$ cat src/rtl/univ_cnt_pkg.sv
// Shared constants and helpers for the universal modulo counter.
package univ_cnt_pkg;

  localparam logic MODE_WRAP = 1'b0;
  localparam logic MODE_SAT  = 1'b1;

  // Callers zero-extend to 32 bits and truncate the result back to their width.
  function automatic logic [31:0] clamp(input logic [31:0] v,
                                        input logic [31:0] lo,
                                        input logic [31:0] hi);
    if (v < lo)      return lo;
    else if (v > hi) return hi;
    else             return v;
  endfunction

endpackage

$ cat src/rtl/univ_cnt_step.sv
// Combinational step datapath: candidate next value plus overshoot/undershoot/out-of-range.
module univ_cnt_step
  import univ_cnt_pkg::*;
#(
  parameter int N      = 8,
  parameter int STEP_W = 4
) (
  input  logic [N-1:0]      q,
  input  logic [STEP_W-1:0] step,
  input  logic              up,
  input  logic [N-1:0]      lo,
  input  logic [N-1:0]      hi,
  output logic [N-1:0]      s,
  output logic              over,
  output logic              under,
  output logic              oor
);

  logic [N:0] q_ext;
  logic [N:0] step_ext;
  logic [N:0] sum;
  logic [N:0] diff;

  assign q_ext    = {1'b0, q};
  assign step_ext = {{(N + 1 - STEP_W){1'b0}}, step};
  assign sum      = q_ext + step_ext;
  assign diff     = q_ext - step_ext;

  // Bit N of diff is the borrow out of the N-bit subtraction.
  assign over  = up && (sum > {1'b0, hi});
  assign under = !up && (diff[N] || (diff[N-1:0] < lo));
  assign s     = up ? sum[N-1:0] : diff[N-1:0];
  assign oor   = (q < lo) || (q > hi);

endmodule

$ cat src/rtl/univ_mod_counter.sv
// Up/down counter with run-time bounds, variable step, wrap/saturate mode and cascade carry.
module univ_mod_counter
  import univ_cnt_pkg::*;
#(
  parameter int          N       = 8,
  parameter int          STEP_W  = 4,
  parameter logic [N-1:0] RST_VAL = '0
) (
  input  logic              clk,
  input  logic              reset_n,
  input  logic              syn_clr,
  input  logic              load,
  input  logic              en,
  input  logic              up,
  input  logic              mode,
  input  logic [STEP_W-1:0] step,
  input  logic [N-1:0]      lo,
  input  logic [N-1:0]      hi,
  input  logic [N-1:0]      d,
  output logic [N-1:0]      q,
  output logic              max_tick,
  output logic              min_tick,
  output logic              wrap_tick,
  output logic              sat_flag,
  output logic              carry_out,
  output logic              cfg_err
);

  logic [N-1:0] q_reg, q_next;
  logic         wrap_reg, wrap_next;
  logic         sat_reg, sat_next;

  logic [N-1:0] s;
  logic         over, under, oor;
  logic         step_zero;
  logic         bound_hit;

  univ_cnt_step #(
    .N      (N),
    .STEP_W (STEP_W)
  ) u_step (
    .q     (q_reg),
    .step  (step),
    .up    (up),
    .lo    (lo),
    .hi    (hi),
    .s     (s),
    .over  (over),
    .under (under),
    .oor   (oor)
  );

  assign cfg_err   = lo > hi;
  assign step_zero = (step == '0);
  assign bound_hit = over || under;

  always_comb begin
    q_next    = q_reg;
    wrap_next = 1'b0;
    sat_next  = 1'b0;
    if (cfg_err) begin
      q_next = q_reg;
    end else if (syn_clr) begin
      q_next = lo;
    end else if (load) begin
      q_next = N'(clamp(32'(d), 32'(lo), 32'(hi)));
    end else if (en) begin
      // Recover into range first when the bounds moved under the counter.
      if (oor) begin
        q_next = up ? lo : hi;
      end else if (step_zero) begin
        q_next = q_reg;
      end else if (bound_hit) begin
        if (mode == MODE_WRAP) begin
          q_next    = up ? lo : hi;
          wrap_next = 1'b1;
        end else begin
          q_next   = up ? hi : lo;
          sat_next = 1'b1;
        end
      end else begin
        q_next = s;
      end
    end
  end

  always_ff @(posedge clk) begin
    if (!reset_n) begin
      q_reg    <= RST_VAL;
      wrap_reg <= 1'b0;
      sat_reg  <= 1'b0;
    end else begin
      q_reg    <= q_next;
      wrap_reg <= wrap_next;
      sat_reg  <= sat_next;
    end
  end

  assign q         = q_reg;
  assign wrap_tick = wrap_reg;
  assign sat_flag  = sat_reg;
  assign max_tick  = (q_reg == hi) && !cfg_err;
  assign min_tick  = (q_reg == lo) && !cfg_err;
  // Predicts exactly the wrap that the next edge will register.
  assign carry_out = en && !cfg_err && !syn_clr && !load && !oor && !step_zero
                     && bound_hit && (mode == MODE_WRAP);

endmodule

$ cat config.mk
export PLATFORM = sky130hd
export DESIGN_NAME = univ_mod_counter
export DESIGN_NICKNAME = d
export VERILOG_FILES = /design/src/rtl/univ_cnt_pkg.sv /design/src/rtl/univ_cnt_step.sv /design/src/rtl/univ_mod_counter.sv
export SDC_FILE = /design/constraint.sdc
export NUM_CORES = 1
export LEC_CHECK = 0
export CORE_ASPECT_RATIO = 0.9
export CORE_UTILIZATION = 55
export CTS_CLUSTER_SIZE = 30
export DETAILED_ROUTE_END_ITERATION = 16
export MAX_ROUTING_LAYER = met4
export PLACE_DENSITY = 0.86
export SLEW_MARGIN = 0
export SYNTH_ARGS = -nofsm -noshare
export SYNTH_HDL_FRONTEND = slang
export SYNTH_SLANG_ARGS = --single-unit
$ cat constraint.sdc
create_clock -name clk -period 7.7 [get_ports clk]
set_input_delay 1.925 -clock clk [delete_from_list [all_inputs] [get_ports clk]]
set_output_delay 1.925 -clock clk [all_outputs]
set_load 0.05 [all_outputs]
* After elaboration in Yosys (flattened, before gate mapping)
Cells that the tools add are included.
** Operators by class
- Add/sub/neg operators :: 2
- Magnitude comparators :: 7
- Equal/unequal tests :: 3
- Mux-type cells :: 14
- Bitwise gates (word level) :: 5
- Reduce and logical (&&, ||, !) cells :: 24
** Operators by type and width (number)
- $mux 8 :: 12
- $gt 8x8->1 :: 3
- $lt 8x8->1 :: 3
- $eq 8x8->1 :: 2
- $logic_and 1x1->1 :: 11
- $add 8x4->9 :: 1
- $gt 9x8->1 :: 1
- $sub 8x4->9 :: 1
- $reduce_or 8->1 :: 1
- $logic_not 1->1 :: 6
- $not 1->1 :: 5
- $logic_not 4->1 :: 1
- $ne 4x4->1 const B :: 1
- $logic_or 1x1->1 :: 3
- $reduce_and 3->1 :: 1
- $reduce_bool 3->1 :: 1
- $mux 1 :: 2
** Storage, ports and cells
- Flip-flop bits (word level) :: 10
- Input port bits :: 35
- Output and inout bits :: 14
- Logic and storage cells :: 58

* Logic depth before layout (Yosys ltp)
- Depth after elaboration :: 11
- Mapped depth :: 16
- Gate-level depth less buffers :: 16

* By module
From an unflattened synthesis, not the netlist that was laid out.
** Unflattened totals
- Cells, all modules :: 432
- Area, all modules :: 3270.6 um2
** By module, submodules not included
- univ_mod_counter :: instances 1, cells each 234, area each 1851.8 um2, sequential area each 200.2 um2
- univ_cnt_step :: instances 1, cells each 198, area each 1418.9 um2, sequential area each 0.0 um2

* Worst setup path after synthesis
No wires, ideal clock.
- Kind :: in2out
- Start point :: in step[0]
- End point :: out carry_out
- Data arrival time :: 5377 ps
- Required time :: 5775 ps
- Setup slack :: 398 ps
- Stages :: 15
- Buffers on the path :: 0
- Cell sequence :: ha_1 > inv_1 > fa_1 > a21o_2 > a21oi_1 > nand2_1 > xnor2_1 > ha_1 > a21oi_1 > a21boi_0 > nor4_1 > a311oi_2 > nor2_1 > nand3_1 > nor2_1
** On the way
- Longest elaborated chain between the ends :: 7
- Elaborated cells on any way between the ends :: 13
- Those cells by class :: 2 x add/sub; 2 x order compare; 9 x reduce/logical
** Ends and longest elaborated chain
- start, declared :: RTL line univ_mod_counter.sv:16 : input logic [STEP_W-1:0] step,
- $sub 8x4->9 :: RTL line univ_cnt_step.sv:27 : assign diff = q_ext - step_ext;
- $lt 8x8->1 :: RTL line univ_cnt_step.sv:31 : assign under = !up && (diff[N] || (diff[N-1:0] < lo));
- $logic_or 1x1->1 :: RTL line univ_cnt_step.sv:31
- $logic_and 1x1->1 :: RTL line univ_cnt_step.sv:31
- $logic_or 1x1->1 :: RTL line univ_mod_counter.sv:55 : assign bound_hit = over || under;
- $logic_and 1x1->1 * (2 in series) :: RTL line univ_mod_counter.sv:106 : && bound_hit && (mode == MODE_WRAP);
- end, declared :: RTL line univ_mod_counter.sv:25 : output logic carry_out,
Every way passes the cells marked *; elsewhere a longest branch is shown, timed or not.

* Worst setup path in the final report
Same ends and word-level chain as after synthesis.

==> results.yml <==
routing:
  drt-wirelength-per-cell_um: 19.5
  wl_um: 9030
  num_vias: 3107
  drt_iter0_markers: 400
  wl_met3_um: 920
  first_pass_iters: 6
  antenna_left: 0
  remaining_drc_errors: 0
  routed.top_layer: "met4"
  wl_met1_um: 3930
  wl_met2_um: 3900
  vias_per_cell: 6.70
floorplanning:
  pin_count: 49
  die_y_um: 70.3
  dieWidth_um: 77.9
  rows: 24
  die-area_mm2: 0.00547
  core-area_mm2: 0.00492
  initial_core_util_pct: 57.9
critical_path:
  end_kind: "primary output"
  path_cells: "clkdlybuf4s50_1 > ha_1 > inv_1 > fa_1 > a21o_2 > a21oi_1 > nand2_1 > xnor2_1 > ha_1 > a21oi_1 > a21boi_0 > nor4_2 > a311oi_2 > nor2_2 > nand3_1 > nor2_2 > buf_12"
  cp_slowest_cell: "clkdlybuf4s50_1"
  path_max_fanout: 5
  cp.required_ns: 5.78
  crit_path_max_incr_delay_ns: 0.51
  worstSetupPathType: "input port to primary output"
  arrival_ns: 5.61
  start_kind: "input port"
sta:
  fin_crit_ns: 7.53
  relSlewSlack_pct: 41.9
  whs_ns: 0.647
  clock.fmax_mhz: 133
  setup_viol: 0
  period_share_pct: 97.8
  drv_slew: 0
  worst_clock_skew_ns: 0.00962
  hold_viol_final: 0
  worst_pin_slew_ns: 0.858
layout:
  final_common_cell: "ha_1"
  stdcell_area_mm2: 0.00343
  fill_cells: 437
  layout_common_cells: "ha_1, clkdlybuf4s50_1, inv_1"
  nets: 499
  drive_above_1_share_pct: 8.52
  largest_reg_flops: 8
  area_delta_synth_final_pct: 20.4
  n_antenna_cell: 0
clock_network:
  clock-sinks: 10
  post_cts_resized: 0
  cts-buffers-inserted: 3
  post_cts_buffers: 0
  clock_latency_ns: 0.25
  clkTransAtPathRegs_ns: 0.06
  cts_htree_levels: 1
  clockBufferDepth: 2
  cts_tree: "yes"
  root_buffer: "clkbuf_8"
  hold_buffers: 0
synth:
  synthDistinctLibCells: 71
  syn_avg_cell_area_um2: 8.07
  synth_ff_type: "dfxtp_1"
  syn_inst: 353
  synth-warning-count: 0
  synth_area_mm2: 0.00285
  synth_edf_count: 0
  yosysSeqAreaShare_pct: 7.03
  synth_nets: 452
  async_reset_ff_share_pct: 0
  ys_ff_latch: 10
power:
  leakage_nw: 1.48
  power.density_mw_per_mm2: 147
  peakVddDrop_v: 0.000114
global_routing:
  grt_pass1_vias: 2944
  antenna_found_initial: 0
  track_usage_pct: 35.0
  grt_max_degree: 14
  grt.overflow.total: 0
  grt_pass1_wl_um: 14500
flow_run:
  drv_cap: 0
placement:
  io_buffers: 48
  dpl_cell_area_mm2: 0.00336
  dpl.hpwl_um: 7390
  gp_congestion: 0.963
run_status:
  status: "finished, final reports clean"
min_path:
  hold_class: "register to register"
## final timing paths
kind	start	to	slack, ns	cells after the start
max	step[0]	carry_out	0.17	17
min	q[0]$_SDFFE_PN0P_	q[0]$_SDFFE_PN0P_	0.65	2
max reg2reg	q[2]$_SDFFE_PN0P_	q[5]$_SDFFE_PN0P_	3.62	13
min reg2reg	q[0]$_SDFFE_PN0P_	q[0]$_SDFFE_PN0P_	0.65	2
## cell families after synthesis
group           Yosys count  synth area share (%)
mux                       8                  3.25
flops                    10                  7.03
fa+ha+maj                64                  28.6
compound gates          122                  32.1
xor+xnor                 18                  5.53
buf+inv                  38                  6.63
simple gates             93                  16.9
## critical path, delay by kind of cell
kind                       cells  cell delay (ns)
xor gates and xnor gates       1             0.14
adders and majority gates      3             0.95
AOI/OAI and AO/OA              5             0.80
buffers and inverters          3             0.74
and+or+nand+nor                5             1.05
## power by group
part / total [W] / internal, W / switching, W
registers: 0.0000748 / 0.0000577 / 0.0000170
logic: 0.000359 / 0.000147 / 0.000212
clock network: 0.0000715 / 0.0000453 / 0.0000262
total: 0.000505 / 0.000250 / 0.000255
## metal layers
layer  vias up  track usage [%]
met4         0             8.18
met1      1428             47.0
met5         -                -
li1       1465                -
met2       185             54.4
met3        29             5.88
## Yosys cell counts, types with 3 or more instances
cell type / count / area [um2]
ha_1: 62 / 776
inv_1: 28 / 105
a21oi_1: 26 / 130
nand2_1: 21 / 78.8
nor2_1: 21 / 78.8
o21ai_0: 21 / 105
a31oi_1: 11 / 68.8
dfxtp_1: 10 / 200
nand3_1: 10 / 50.1
nand4_1: 9 / 56.3
xnor2_1: 9 / 78.8
xor2_1: 9 / 78.8
nor3_1: 8 / 40.0
mux2i_1: 7 / 70.1
a21o_1: 6 / 45.0
nor2b_1: 6 / 37.5
o211ai_1: 6 / 45.0
a211o_1: 4 / 35.0
o2111ai_1: 4 / 35.0
a211oi_1: 3 / 22.5
a211oi_2: 3 / 37.5
a222oi_1: 3 / 30.0
a32oi_1: 3 / 26.3
clkbuf_8: 3 / 41.3
nor4_1: 3 / 18.8
## metrics by stage
stage,util [%],worst slack (ns),instances,TNS (ns),total power [W]
3_5_place_dp,68.3,0.139,460,0,0.000420
5_1_grt,69.6,-0.0635,464,-0.0635,0.000538
3_3_place_gp,68.3,0.284,460,0,0.000408
4_1_cts,69.4,0.121,464,0,0.000492
6_report,69.6,0.168,464,0,0.000505
2_1_floorplan,-,0.398,353,0,0.000319
## final cells by class
type | instances | area [um2] | area share (%)
timing repair buffer | 51 | 513 | 15.0
tap | 65 | 81.3 | 2.37
clock buffer | 4 | 55.1 | 1.61
sequential | 10 | 200 | 5.84
inverter | 29 | 109 | 3.17
multi-input combinational | 305 | 2470 | 72.1
Power figures use the tool's default switching activity.
